**src/rtl/lcd_char_driver_pkg.sv**
```systemverilog
// Shared LCD definitions: HD44780 command bytes, FSM state/phase encodings and small helpers.
package lcd_char_driver_pkg;

  localparam logic [7:0] LCD_FUNC_4BIT = 8'h28;
  localparam logic [7:0] LCD_DISP_ON   = 8'h0C;
  localparam logic [7:0] LCD_ENTRY_INC = 8'h06;
  localparam logic [7:0] LCD_CLEAR     = 8'h01;
  localparam logic [7:0] LCD_LINE1     = 8'h80;
  localparam logic [7:0] LCD_LINE2     = 8'hC0;

  // Fixed HD44780 init waits after the first two 0x3 nibbles.
  localparam int unsigned T_INIT1_US = 4100;
  localparam int unsigned T_INIT2_US = 100;

  // Top-level sequencer states.
  localparam logic [2:0] ST_PWR_WAIT    = 3'd0;
  localparam logic [2:0] ST_INIT        = 3'd1;
  localparam logic [2:0] ST_CFG         = 3'd2;
  localparam logic [2:0] ST_FRAME_START = 3'd3;
  localparam logic [2:0] ST_ADDR1       = 3'd4;
  localparam logic [2:0] ST_CHARS1      = 3'd5;
  localparam logic [2:0] ST_ADDR2       = 3'd6;
  localparam logic [2:0] ST_CHARS2      = 3'd7;

  // Per-transfer phase within a sending state.
  localparam logic [2:0] PH_LOAD  = 3'd0;
  localparam logic [2:0] PH_HI    = 3'd1;
  localparam logic [2:0] PH_HI_WT = 3'd2;
  localparam logic [2:0] PH_GAP   = 3'd3;
  localparam logic [2:0] PH_LO    = 3'd4;
  localparam logic [2:0] PH_LO_WT = 3'd5;
  localparam logic [2:0] PH_WAIT  = 3'd6;

  // Nibble transmitter states.
  localparam logic [1:0] TX_IDLE  = 2'd0;
  localparam logic [1:0] TX_SETUP = 2'd1;
  localparam logic [1:0] TX_PULSE = 2'd2;
  localparam logic [1:0] TX_HOLD  = 2'd3;

  // Char k sits at s[255-8k -: 8]; 255-8k == {~k, 3'b111} for a 5-bit k.
  function automatic logic [7:0] char_at(input logic [255:0] s, input logic [4:0] k);
    char_at = s[{~k, 3'b111} -: 8];
  endfunction

  // Configuration byte sequence sent after the 4-bit switch.
  function automatic logic [7:0] cfg_byte(input logic [1:0] i);
    case (i)
      2'd0:    cfg_byte = LCD_FUNC_4BIT;
      2'd1:    cfg_byte = LCD_DISP_ON;
      2'd2:    cfg_byte = LCD_ENTRY_INC;
      default: cfg_byte = LCD_CLEAR;
    endcase
  endfunction

endpackage

```
**src/rtl/lcd_nibble_tx.sv**
```systemverilog
// Single-nibble LCD write: drives rs/dat, waits setup, pulses lcd_e, holds, then pulses done.
module lcd_nibble_tx
  import lcd_char_driver_pkg::*;
#(
  parameter int unsigned E_PULSE_CYC = 12,
  parameter int unsigned SETUP_CYC   = 2
) (
  input  logic       clk,
  input  logic       rst,
  input  logic       start,
  input  logic       rs,
  input  logic [3:0] dat,
  output logic       done,
  output logic       lcd_e,
  output logic       lcd_rs,
  output logic [3:0] lcd_dat
);

  localparam int unsigned CNT_MAX = (E_PULSE_CYC > SETUP_CYC) ? E_PULSE_CYC : SETUP_CYC;
  localparam int unsigned CW      = (CNT_MAX > 1) ? $clog2(CNT_MAX) : 1;
  localparam logic [CW-1:0] SETUP_LD = CW'(SETUP_CYC - 1);
  localparam logic [CW-1:0] PULSE_LD = CW'(E_PULSE_CYC - 1);

  logic [1:0]    state, state_nx;
  logic [CW-1:0] cnt, cnt_nx;
  logic          e_nx, rs_nx, done_nx;
  logic [3:0]    dat_nx;

  // State and output registers; reset drops lcd_e on the next edge.
  always_ff @(posedge clk) begin
    if (rst) begin
      state   <= TX_IDLE;
      cnt     <= '0;
      lcd_e   <= 1'b0;
      lcd_rs  <= 1'b0;
      lcd_dat <= 4'h0;
      done    <= 1'b0;
    end else begin
      state   <= state_nx;
      cnt     <= cnt_nx;
      lcd_e   <= e_nx;
      lcd_rs  <= rs_nx;
      lcd_dat <= dat_nx;
      done    <= done_nx;
    end
  end

  // Setup -> pulse -> hold sequencing; rs/dat only change when a new nibble starts.
  always_comb begin
    state_nx = state;
    cnt_nx   = cnt;
    e_nx     = lcd_e;
    rs_nx    = lcd_rs;
    dat_nx   = lcd_dat;
    done_nx  = 1'b0;
    case (state)
      TX_IDLE: begin
        if (start) begin
          rs_nx    = rs;
          dat_nx   = dat;
          cnt_nx   = SETUP_LD;
          state_nx = TX_SETUP;
        end
      end
      TX_SETUP: begin
        if (cnt == '0) begin
          e_nx     = 1'b1;
          cnt_nx   = PULSE_LD;
          state_nx = TX_PULSE;
        end else begin
          cnt_nx = cnt - CW'(1);
        end
      end
      TX_PULSE: begin
        if (cnt == '0) begin
          e_nx     = 1'b0;
          cnt_nx   = SETUP_LD;
          state_nx = TX_HOLD;
        end else begin
          cnt_nx = cnt - CW'(1);
        end
      end
      default: begin
        if (cnt == '0) begin
          done_nx  = 1'b1;
          state_nx = TX_IDLE;
        end else begin
          cnt_nx = cnt - CW'(1);
        end
      end
    endcase
  end

endmodule

```
**src/rtl/lcd_char_driver.sv**
```systemverilog
// HD44780 16x2 driver, 4-bit write-only: power-up init, then continuous two-line refresh
// from a per-frame snapshot of strdata. Optional LCD_SKIP_SAME_EN holds off unchanged frames.
module lcd_char_driver
  import lcd_char_driver_pkg::*;
#(
  parameter int unsigned CLK_MHZ      = 50,
  parameter int unsigned T_POWERUP_US = 20000,
  parameter int unsigned T_CMD_US     = 40,
  parameter int unsigned T_CLEAR_US   = 1640,
  parameter int unsigned E_PULSE_CYC  = 12,
  parameter int unsigned SETUP_CYC    = 2
) (
  input  logic         clk,
  input  logic         rst,
  input  logic [255:0] strdata,
  output logic         busy,
  output logic         frame_done,
  output logic         lcd_e,
  output logic         lcd_rs,
  output logic         lcd_rw,
  output logic [3:0]   lcd_dat
);

  localparam int unsigned T_MAX_US = (T_POWERUP_US > T_INIT1_US) ? T_POWERUP_US : T_INIT1_US;
  localparam int unsigned TW       = $clog2(CLK_MHZ * T_MAX_US + 1);
  localparam logic [TW-1:0] LD_PWR   = TW'(CLK_MHZ * T_POWERUP_US - 1);
  localparam logic [TW-1:0] LD_INIT1 = TW'(CLK_MHZ * T_INIT1_US - 1);
  localparam logic [TW-1:0] LD_INIT2 = TW'(CLK_MHZ * T_INIT2_US - 1);
  localparam logic [TW-1:0] LD_CMD   = TW'(CLK_MHZ * T_CMD_US - 1);
  localparam logic [TW-1:0] LD_CLEAR = TW'(CLK_MHZ * T_CLEAR_US - 1);
  localparam logic [TW-1:0] LD_GAP   = TW'(E_PULSE_CYC - 1);

  logic [2:0]    state, state_nx, phase, phase_nx;
  logic [4:0]    idx, idx_nx;
  logic [TW-1:0] timer, timer_nx;
  logic [255:0]  frame_buf, frame_buf_nx;
  logic          busy_nx, frame_done_nx;
  logic [7:0]    op_byte_c;
  logic          op_rs_c, op_single_c;
  logic [TW-1:0] op_wait_c;
  logic          tx_start_c, tx_rs_c, tx_done;
  logic [3:0]    tx_dat_c;
  logic          frame_go_c;

  assign lcd_rw = 1'b0;

`ifdef LCD_SKIP_SAME_EN
  // frame_buf doubles as the last-written frame; prev_valid forces the first frame after reset.
  logic prev_valid;
  assign frame_go_c = !(prev_valid && (strdata == frame_buf));

  // Marks frame_buf as holding a written frame once the first snapshot is taken.
  always_ff @(posedge clk) begin
    if (rst) prev_valid <= 1'b0;
    else     prev_valid <= prev_valid | (state == ST_FRAME_START);
  end
`else
  assign frame_go_c = 1'b1;
`endif

  lcd_nibble_tx #(
    .E_PULSE_CYC(E_PULSE_CYC),
    .SETUP_CYC  (SETUP_CYC)
  ) u_tx (
    .clk    (clk),
    .rst    (rst),
    .start  (tx_start_c),
    .rs     (tx_rs_c),
    .dat    (tx_dat_c),
    .done   (tx_done),
    .lcd_e  (lcd_e),
    .lcd_rs (lcd_rs),
    .lcd_dat(lcd_dat)
  );

  // Sequencer registers.
  always_ff @(posedge clk) begin
    if (rst) begin
      state      <= ST_PWR_WAIT;
      phase      <= PH_LOAD;
      idx        <= 5'd0;
      timer      <= '0;
      frame_buf  <= '0;
      busy       <= 1'b1;
      frame_done <= 1'b0;
    end else begin
      state      <= state_nx;
      phase      <= phase_nx;
      idx        <= idx_nx;
      timer      <= timer_nx;
      frame_buf  <= frame_buf_nx;
      busy       <= busy_nx;
      frame_done <= frame_done_nx;
    end
  end

  // What the current state sends: byte or lone nibble, register select, and the wait after it.
  always_comb begin
    op_byte_c   = 8'h00;
    op_rs_c     = 1'b0;
    op_single_c = 1'b0;
    op_wait_c   = LD_CMD;
    case (state)
      ST_INIT: begin
        op_single_c = 1'b1;
        op_byte_c   = (idx == 5'd3) ? 8'h02 : 8'h03;
        if (idx == 5'd0)      op_wait_c = LD_INIT1;
        else if (idx == 5'd1) op_wait_c = LD_INIT2;
      end
      ST_CFG: begin
        op_byte_c = cfg_byte(idx[1:0]);
        if (op_byte_c == LCD_CLEAR) op_wait_c = LD_CLEAR;
      end
      ST_ADDR1: op_byte_c = LCD_LINE1;
      ST_ADDR2: op_byte_c = LCD_LINE2;
      ST_CHARS1, ST_CHARS2: begin
        op_byte_c = char_at(frame_buf, idx);
        op_rs_c   = 1'b1;
      end
      default: ;
    endcase
  end

  // Next-state: nibble/gap/nibble/wait phases inside each state, then advance the state.
  always_comb begin
    state_nx      = state;
    phase_nx      = phase;
    idx_nx        = idx;
    timer_nx      = timer;
    frame_buf_nx  = frame_buf;
    busy_nx       = busy;
    frame_done_nx = 1'b0;
    tx_start_c    = 1'b0;
    tx_rs_c       = op_rs_c;
    tx_dat_c      = op_byte_c[7:4];
    if (state == ST_FRAME_START) begin
      if (frame_go_c) begin
        frame_buf_nx = strdata;
        busy_nx      = 1'b0;
        state_nx     = ST_ADDR1;
        phase_nx     = PH_HI;
      end
    end else begin
      case (phase)
        PH_LOAD: begin
          timer_nx = LD_PWR;
          phase_nx = PH_WAIT;
        end
        PH_HI: begin
          tx_start_c = 1'b1;
          tx_dat_c   = op_single_c ? op_byte_c[3:0] : op_byte_c[7:4];
          phase_nx   = PH_HI_WT;
        end
        PH_HI_WT: begin
          if (tx_done) begin
            timer_nx = op_single_c ? op_wait_c : LD_GAP;
            phase_nx = op_single_c ? PH_WAIT : PH_GAP;
          end
        end
        PH_GAP: begin
          if (timer == '0) phase_nx = PH_LO;
          else             timer_nx = timer - TW'(1);
        end
        PH_LO: begin
          tx_start_c = 1'b1;
          tx_dat_c   = op_byte_c[3:0];
          phase_nx   = PH_LO_WT;
        end
        PH_LO_WT: begin
          if (tx_done) begin
            timer_nx = op_wait_c;
            phase_nx = PH_WAIT;
          end
        end
        PH_WAIT: begin
          if (timer != '0) begin
            timer_nx = timer - TW'(1);
          end else begin
            phase_nx = PH_HI;
            case (state)
              ST_PWR_WAIT: begin
                state_nx = ST_INIT;
                idx_nx   = 5'd0;
              end
              ST_INIT: begin
                idx_nx = (idx == 5'd3) ? 5'd0 : idx + 5'd1;
                if (idx == 5'd3) state_nx = ST_CFG;
              end
              ST_CFG: begin
                idx_nx = (idx == 5'd3) ? 5'd0 : idx + 5'd1;
                if (idx == 5'd3) state_nx = ST_FRAME_START;
              end
              ST_ADDR1: state_nx = ST_CHARS1;
              ST_CHARS1: begin
                idx_nx = idx + 5'd1;
                if (idx == 5'd15) state_nx = ST_ADDR2;
              end
              ST_ADDR2: state_nx = ST_CHARS2;
              ST_CHARS2: begin
                idx_nx = idx + 5'd1;
                if (idx == 5'd31) begin
                  state_nx      = ST_FRAME_START;
                  frame_done_nx = 1'b1;
                end
              end
              default: ;
            endcase
          end
        end
        default: phase_nx = PH_LOAD;
      endcase
    end
  end

endmodule

```
**config.mk**
```make
export PLATFORM = sky130hd
export DESIGN_NAME = lcd_char_driver
export DESIGN_NICKNAME = d
export VERILOG_FILES = /design/src/rtl/lcd_char_driver_pkg.sv /design/src/rtl/lcd_nibble_tx.sv /design/src/rtl/lcd_char_driver.sv
export SDC_FILE = /design/constraint.sdc
export NUM_CORES = 1
export LEC_CHECK = 0
export BUFFER_PORTS_ARGS = -buffer_cell sky130_fd_sc_hd__clkbuf_2
export CORE_ASPECT_RATIO = 1.25
export CORE_MARGIN = 1.5
export CORE_UTILIZATION = 35
export DETAILED_ROUTE_END_ITERATION = 16
export PLACE_DENSITY = 0.57
export SYNTH_ARGS = -nofsm -noshare
export SYNTH_HDL_FRONTEND = slang
export SYNTH_SLANG_ARGS = --single-unit
```
**constraint.sdc**
```tcl
create_clock -name clk -period 3.34 [get_ports clk]
set_input_delay 0.501 -clock clk [delete_from_list [all_inputs] [get_ports clk]]
set_output_delay 0.501 -clock clk [all_outputs]
set_load 0.02 [all_outputs]
```
==> out/results.txt, run 1 <==
Post-Syn Nets: 1,968
unrepaired setup endpoints after global routing: false
prevailing post-synth register cell: dfxtp_1
Initial Utilization: 0.356
Core Rows: 81
CTS Root Cell: clkbuf_16
category of the critical setup timing path: reg -> reg
commonest cells in the netlist: nand2_1 (545), a21oi_1 (304), dfxtp_1 (302)
number of port buffers: 265
CTS tree: done
Clock power frac: 0.421
detailed-route DRC error count: 0
area growth from synthesis to layout: 19.4%
global-route congestion overflow total: 0
total number of vias: 12,606
Die Ht: 227 um
post-synthesis sequential element count: 302
Placed Instances: 2,349
worst-case setup slack after placement: 0.359 ns
number of antenna repair diodes: 0
Psw: 2.44 mW
cell-by-cell listing of the critical path: or4_4 > or4b_4 > nor4_4 > o2111ai_4 > or4b_1 > a21oi_1
remaining antenna violation count after routing: 0
combined area of all synthesized cells: 14,000 um^2
number of enable flip-flop cells after synthesis: 0
fin worst setup slack: 0.333 ns
highest-delay cell along the critical path: or4_4
PostCTS Resize Cnt: 0
pin slew with the least headroom to its limit: 0.970 ns
total count of max-transition violations in the final report: 0
internal portion of total power: 6.53 mW
leakage power: 5.86 nW
yosys synthesis warning count: 0
buffer count from post-CTS setup fixing: 0
max-slew headroom at the worst pin: 0.354
half-perimeter wire length of the detailed placement result: 30,700 um
number of filler cells placed in the layout: 4,067
share of cells above drive strength 1: 0.225
Cell Count, Final, Fillers Out: 2,407
part of the Yosys area used for sequential elements: 0.432
total negative slack: 0 ns
Yosys top cell by area: dfxtp_1
fraction of synthesized cell area taken by the top area cell type: 0.432
Placer Congestion: 0.858
number of global-route vias before repair: 12,258
largest clock skew in the final design: 0.0200 ns
largest cells by area after synthesis: dfxtp_1 (43%), nand2_1 (15%), a21oi_1 (11%), mux4_2 (9.2%), clkbuf_1 (2.8%)
kind of end point of the critical path: flop
share of flip-flops with an asynchronous set or reset: 0
dominant delay contributor by cell family on the critical path: simple AND/OR/NAND/NOR gates
buffer levels on the longest clock path: 3
Post-Syn Instances: 1,694
CP Data Arrival Time: 3.45 ns
utilization of the core after routing: 0.425
top-level I/O count: 267
final-stage net count: 2,161
clock transition at the registers of the reported paths: 0.06 ns
switching share of power: 0.272
fin crit period: 3.01 ns
Overall Global Routing Usage: 0.210
worst ir drop on vdd: 0.281 mV
combinational cell fraction of total power: 0.151
area of the core region: 39,300 um^2
Post-CTS Hold Buffers: 0
die boundary width: 182 um
Via density: 5.24
clock latency at the later pin of the worst-skew pair: 0.52 ns
most used standard cell by instance count after synthesis: nand2_1
WP data required: 3.78 ns
average cell area after synthesis: 8.27 um^2
worst path bufs/invs: 0
CTS Buf Count: 34
number of sinks driven by the clock tree: 302
status: completed
Max Cap Violations: 0
pin count of the biggest net entering global routing: 166
sequential power share: 0.428
first-pass GRT wire length: 67,500 um
highest fanout seen on the critical path: 10
DIE AREA: 41,200 um^2
achievable frequency: 333 MHz
kind of launch point of the worst setup path: flop
average wire per cell in the routed design: 18.1 um
path category of the worst min-delay check: in -> reg
final number of setup-violating endpoints: 0
antenna violations before repair: 0
H-tree lvl count: 2
hold violation total from the final report: 0
total length of routed wires: 43,700 um
ratio of total power to cell area: 537 nW/um^2
number of optimization iterations in the first detailed-route pass: 5
final critical-path share of the clock period: 0.900
Cell variety after synth: 76
number of DRC markers in iteration 0: 898
max incr delay on CP: 0.57 ns
-- placed cells by master, fill, tap and decap left out, types with 5 or more instances in the layout --
master     Yosys  layout
a211o_1        5       5
a211oi_1      13      13
a21oi_1      304     304
a22oi_1        8       8
buf_4          3      25
clkbuf_1     106       7
clkbuf_16      0      37
clkbuf_2       0     264
clkbuf_8       9       5
dfxtp_1      302     299
ha_1          16      16
inv_1         15      15
mux2i_1       28      28
mux4_2        57      57
nand2_1      545     545
nand3_1       17      17
nand3b_1       7       7
nor2_1        43      43
nor2b_1        6       6
nor3_1        22      22
nor3b_1        9       9
nor4_1        11      11
o211ai_1       9       9
o21ai_0       29      29
o221ai_1       6       6
o22ai_1        9       9
or3_2          6       6
or3b_2         5       5
or4_1          5       5
-- final cells by class --
type / count / area (um^2) / share of cell area
inverter: 17 / 63.8 / 0.00382
timing repair buffer: 294 / 1600 / 0.0960
multi-input combinational: 1238 / 7250 / 0.434
tap: 498 / 623 / 0.0373
clock inverter: 9 / 104 / 0.00621
sequential: 302 / 6050 / 0.362
clock buffer: 49 / 1020 / 0.0611
-- power by group through the flow --
| stage | Clock [mW] | Combinational [mW] | Sequential, mW |
|---|---|---|---|
| global route | 4.00 | 1.49 | 3.86 |
| floorplan | 0 | 0.918 | 3.87 |
| detailed placement | 0 | 1.34 | 3.92 |
| global placement | 0 | 1.33 | 3.91 |
| finish | 3.78 | 1.35 | 3.84 |
| CTS | 3.86 | 1.35 | 3.84 |
-- final timing paths --
path | startpoint | end | slack (ns) | depth (start not counted)
worst max-delay path | timer[11] | idx[2] | 0.33 | 6
worst min-delay path | strdata[247] | frame_buf[247] | 0.20 | 3
worst max register to register | timer[11] | idx[2] | 0.33 | 6
worst min register to register | frame_buf[173] | frame_buf[173] | 0.45 | 2
-- registers in the layout, indices dropped and copies added (netlist names), 2 cells and up --
register      cells
frame_buf       256
u_tx.cnt          4
state             3
idx               5
timer            20
u_tx.state        2
phase             3
u_tx.lcd_dat      4
-- per-layer routing --
metal / global-route usage / vias to the layer above / wire length [um]
li1: - / 6256 / -
met1: 0.259 / 5923 / 17900
met2: 0.374 / 360 / 22400
met3: 0.0294 / 67 / 1980
met4: 0.0728 / 0 / 1320
met5: 0 / - / 0
-- worst min-delay path, delay by kind of cell --
kind | cells | cell delay, ns
buffers and inverters | 1 | 0.08
AOI/OAI and AO/OA | 1 | 0.05
and+or+nand+nor | 1 | 0.04
-- cells by family after synthesis --
group                    synth area share
AO/OA/AOI/OAI                       0.171
AND/OR/NAND/NOR                     0.212
flip-flops                          0.432
XOR/XNOR                          0.00438
adder cells (fa/ha/maj)            0.0150
other                            0.000268
multiplexers                        0.114
buffers and inverters              0.0511
-- per-stage QoR --
step                      power, mW  hold WS [ns]  instance area (um^2)
after floorplan                4.79         0.433                 14000
after global placement         5.24         0.440                 15600
after detailed placement       5.26         0.444                 15600
after CTS                      9.05         0.183                 16700
after global routing           9.36         0.197                 16700
final                          8.97         0.200                 16700
Note: power is estimated with default switching activity, not from simulation.
==> run 2, diff against run 1 <==
--- a/config.mk
+++ b/config.mk
@@ -5,6 +5,7 @@
 export SDC_FILE = /design/constraint.sdc
 export NUM_CORES = 1
 export LEC_CHECK = 0
+export ABC_AREA = 1
 export BUFFER_PORTS_ARGS = -buffer_cell sky130_fd_sc_hd__clkbuf_2
 export CORE_ASPECT_RATIO = 1.25
 export CORE_MARGIN = 1.5
@@ -14,3 +15,4 @@
 export SYNTH_ARGS = -nofsm -noshare
 export SYNTH_HDL_FRONTEND = slang
 export SYNTH_SLANG_ARGS = --single-unit
+export TNS_END_PERCENT = 20
==> out/results.txt, run 2 <==
area of the core region: 40,100 um^2 (+2.0%)
path category of the worst min-delay check: in -> reg
total negative slack: 0 ns (unchanged)
Yosys top cell by area: dfxtp_1
Placed Instances: 2,794 (+19%)
Area after DPL: 15,900 um^2 (+1.8%)
cell-by-cell listing of the critical path: inv_2 > nor2_4 > nand2_2 > nand2_2 > inv_1 > o21ai_4 > inv_4 > o21ai_1 > a31oi_1
fin crit period: 2.29 ns (-0.722 ns)
fraction of synthesized cell area taken by the top area cell type: 0.424 (-0.00724)
register with the highest flop count: frame_buf
achievable frequency: 438 MHz (+32%)
worst ir drop on vdd: 0.300 mV (+6.8%)
number of DRC markers in iteration 0: 1,112 (+24%)
part of the Yosys area used for sequential elements: 0.424 (-0.00724)
half-perimeter wire length of the detailed placement result: 33,300 um (+8.2%)
Critical Path Source: phase[2]
pin slew with the least headroom to its limit: 1.16 ns (+0.192 ns)
category of the critical setup timing path: reg -> reg
total number of vias: 14,462 (+15%)
WP data required: 3.73 ns (-0.05 ns)
Placer Congestion: 0.864 (+0.70%)
combined area of all synthesized cells: 14,200 um^2 (+1.7%)
H-tree lvl count: 2 (unchanged)
Post-CTS Hold Buffers: 0 (unchanged)
final-stage net count: 2,558 (+18%)
CTS tree: done
dominant delay contributor by cell family on the critical path: compound AO/OA/AOI/OAI gates
CTS Root Cell: clkbuf_16
highest fanout seen on the critical path: 20 (+10)
Via density: 5.07 (-3.3%)
post-synthesis sequential element count: 302 (unchanged)
total length of routed wires: 47,600 um (+9.1%)
hold violation total from the final report: 0 (unchanged)
global-route congestion overflow total: 0 (unchanged)
largest clock skew in the final design: 0.0171 ns (-0.00291 ns)
Endpoint, Worst Hold: frame_buf[227]
most used cells in the layout excluding fill and tap cells: nor2_1 (448), o21ai_0 (379), dfxtp_1 (300)
final number of setup-violating endpoints: 0 (unchanged)
Post-Syn Instances: 2,106 (+24%)
CTS Buf Count: 34 (unchanged)
first-pass GRT wire length: 75,200 um (+11%)
number of enable flip-flop cells after synthesis: 0 (unchanged)
worst hold path cell count: 3 (unchanged)
largest cells by area after synthesis: dfxtp_1 (42%), o21ai_0 (13%), nor2_1 (12%), nand2_1 (7.2%), a21oi_1 (5.9%)
prevailing post-synth register cell: dfxtp_1
Max Cap Violations: 0 (unchanged)
share of flip-flops with an asynchronous set or reset: 0 (unchanged)
DIE AREA: 41,900 um^2 (+1.7%)
average cell area after synthesis: 6.76 um^2 (-18%)
buffer count from post-CTS setup fixing: 0 (unchanged)
area growth from synthesis to layout: 19.4% (about the same)
unrepaired setup endpoints after global routing: false
pin count of the biggest net entering global routing: 212 (+28%)
startpoint of the tightest hold check path: strdata[227]
max incr delay on CP: 0.45 ns (-0.12 ns)
clock transition at the registers of the reported paths: 0.06 ns (about the same)
worst path bufs/invs: 3 (+3)
kind of end point of the critical path: flop
number of port buffers: 265 (unchanged)
highest-delay cell along the critical path: dfxtp_1
startpoint of the lowest-slack register-to-register path: phase[2]
final critical-path share of the clock period: 0.684 (-0.216)
PostCTS Resize Cnt: 0 (unchanged)
clock latency at the later pin of the worst-skew pair: 0.52 ns (about the same)
ratio of total power to cell area: 560 nW/um^2 (+4.3%)
number of global-route vias before repair: 14,083 (+15%)
Cell variety after synth: 51 (-33%)
Core Rows: 82 (+1.2%)
number of antenna repair diodes: 0 (unchanged)
leakage power: 7.61 nW (+30%)
buffer levels on the longest clock path: 3 (unchanged)
Overall Global Routing Usage: 0.224 (+0.0144)
antenna violations before repair: 1 (+1)
Post-Syn Nets: 2,380 (+21%)
detailed-route DRC error count: 0 (unchanged)
average wire per cell in the routed design: 16.7 um (-8.0%)
commonest cells in the netlist: nor2_1 (450), o21ai_0 (379), dfxtp_1 (302)
CP Data Arrival Time: 2.67 ns (-0.78 ns)
worst reg2reg endpoint: timer[14]
most common cell after layout, fill and taps aside: nor2_1
yosys synthesis warning count: 0 (unchanged)
number of sinks driven by the clock tree: 302 (unchanged)
number of optimization iterations in the first detailed-route pass: 6 (+1)
share of cells above drive strength 1: 0.168 (-0.0576)
flip-flop count of the largest register after layout: 256 (unchanged)
status: completed
max-slew headroom at the worst pin: 0.225 (-0.128)
Worst Reg-to-Reg Cells: 9 (+3)
post-route cell area: 17,000 um^2 (+1.8%)
kind of launch point of the worst setup path: flop
Initial Utilization: 0.355 (-0.00109)
top-level I/O count: 267 (unchanged)
total count of max-transition violations in the final report: 0 (unchanged)
die boundary width: 183 um (+0.84%)
Cell Count, Final, Fillers Out: 2,855 (+19%)
registers with the most flip-flops: frame_buf x256, timer x20, idx x5
Die Ht: 229 um (+0.84%)
remaining antenna violation count after routing: 0 (unchanged)
cell repeated most along the worst path: nand2_2
most used standard cell by instance count after synthesis: nor2_1
Worst R2R Setup Slack: 1.05 ns (+0.72 ns)
## run 2: worst min-delay path: stages
cell and delay, ns:
clkbuf_2 0.07, nor2_1 0.03, nor2_1 0.08
## run 2: worst max path at each step
stage | depth (start not counted) | slack [ns] | end
CTS | 9 | 1.06 | timer[16]
global route | 9 | 0.85 | timer[14]
finish | 9 | 1.05 | timer[14]
global placement | 9 | 1.10 | timer[9]
detailed placement | 9 | 1.07 | timer[16]
floorplan | 15 | 1.39 | timer[8]
## run 2: area by class of cell
type                       count  area (um^2)
multi-input combinational   1479         6890
fill                        4235        23100
inverter                     181          697
timing repair buffer         286         1550
clock inverter                12          116
tap                          546          683
sequential                   302         6050
clock buffer                  49         1030
## run 2: logic make-up (layout without fill, tap and decap cells)
group | count (synthesis) | after routing | synth area share
and+or+nand+nor | 833 | 833 | 0.235
adders and majority gates | 16 | 16 | 0.0141
other | 1 | 1 | 0.000263
buffers and inverters | 325 | 528 | 0.0927
AOI/OAI and AO/OA | 625 | 625 | 0.231
DFF | 302 | 302 | 0.424
xor gates and xnor gates | 4 | 4 | 0.00246
## run 2: layer usage
metal  routed length (um)  share of wire  vias to the layer above  global-route usage
li1                     -              -                     7215                   -
met1                21100           0.44                     6767               0.291
met2                23100           0.48                      401               0.385
met3                 2100          0.044                       79              0.0266
met4                 1390          0.029                        0              0.0710
met5                    0              0                        -                   0
## run 2: stage by stage
step	hold WS (ns)	utilization	setup slack, ns	power [mW]
after floorplan	0.420	-	1.39	5.20
after global placement	0.430	0.396	1.10	5.71
after detailed placement	0.437	0.396	1.07	5.74
after CTS	0.187	0.424	1.06	9.59
after global routing	0.206	0.424	0.848	9.96
final	0.200	0.424	1.05	9.52
## run 2: report_power, final
part           internal [mW]  switching, mW
Combinational          0.594           1.17
Sequential              3.75          0.165
Clock                   2.30           1.54
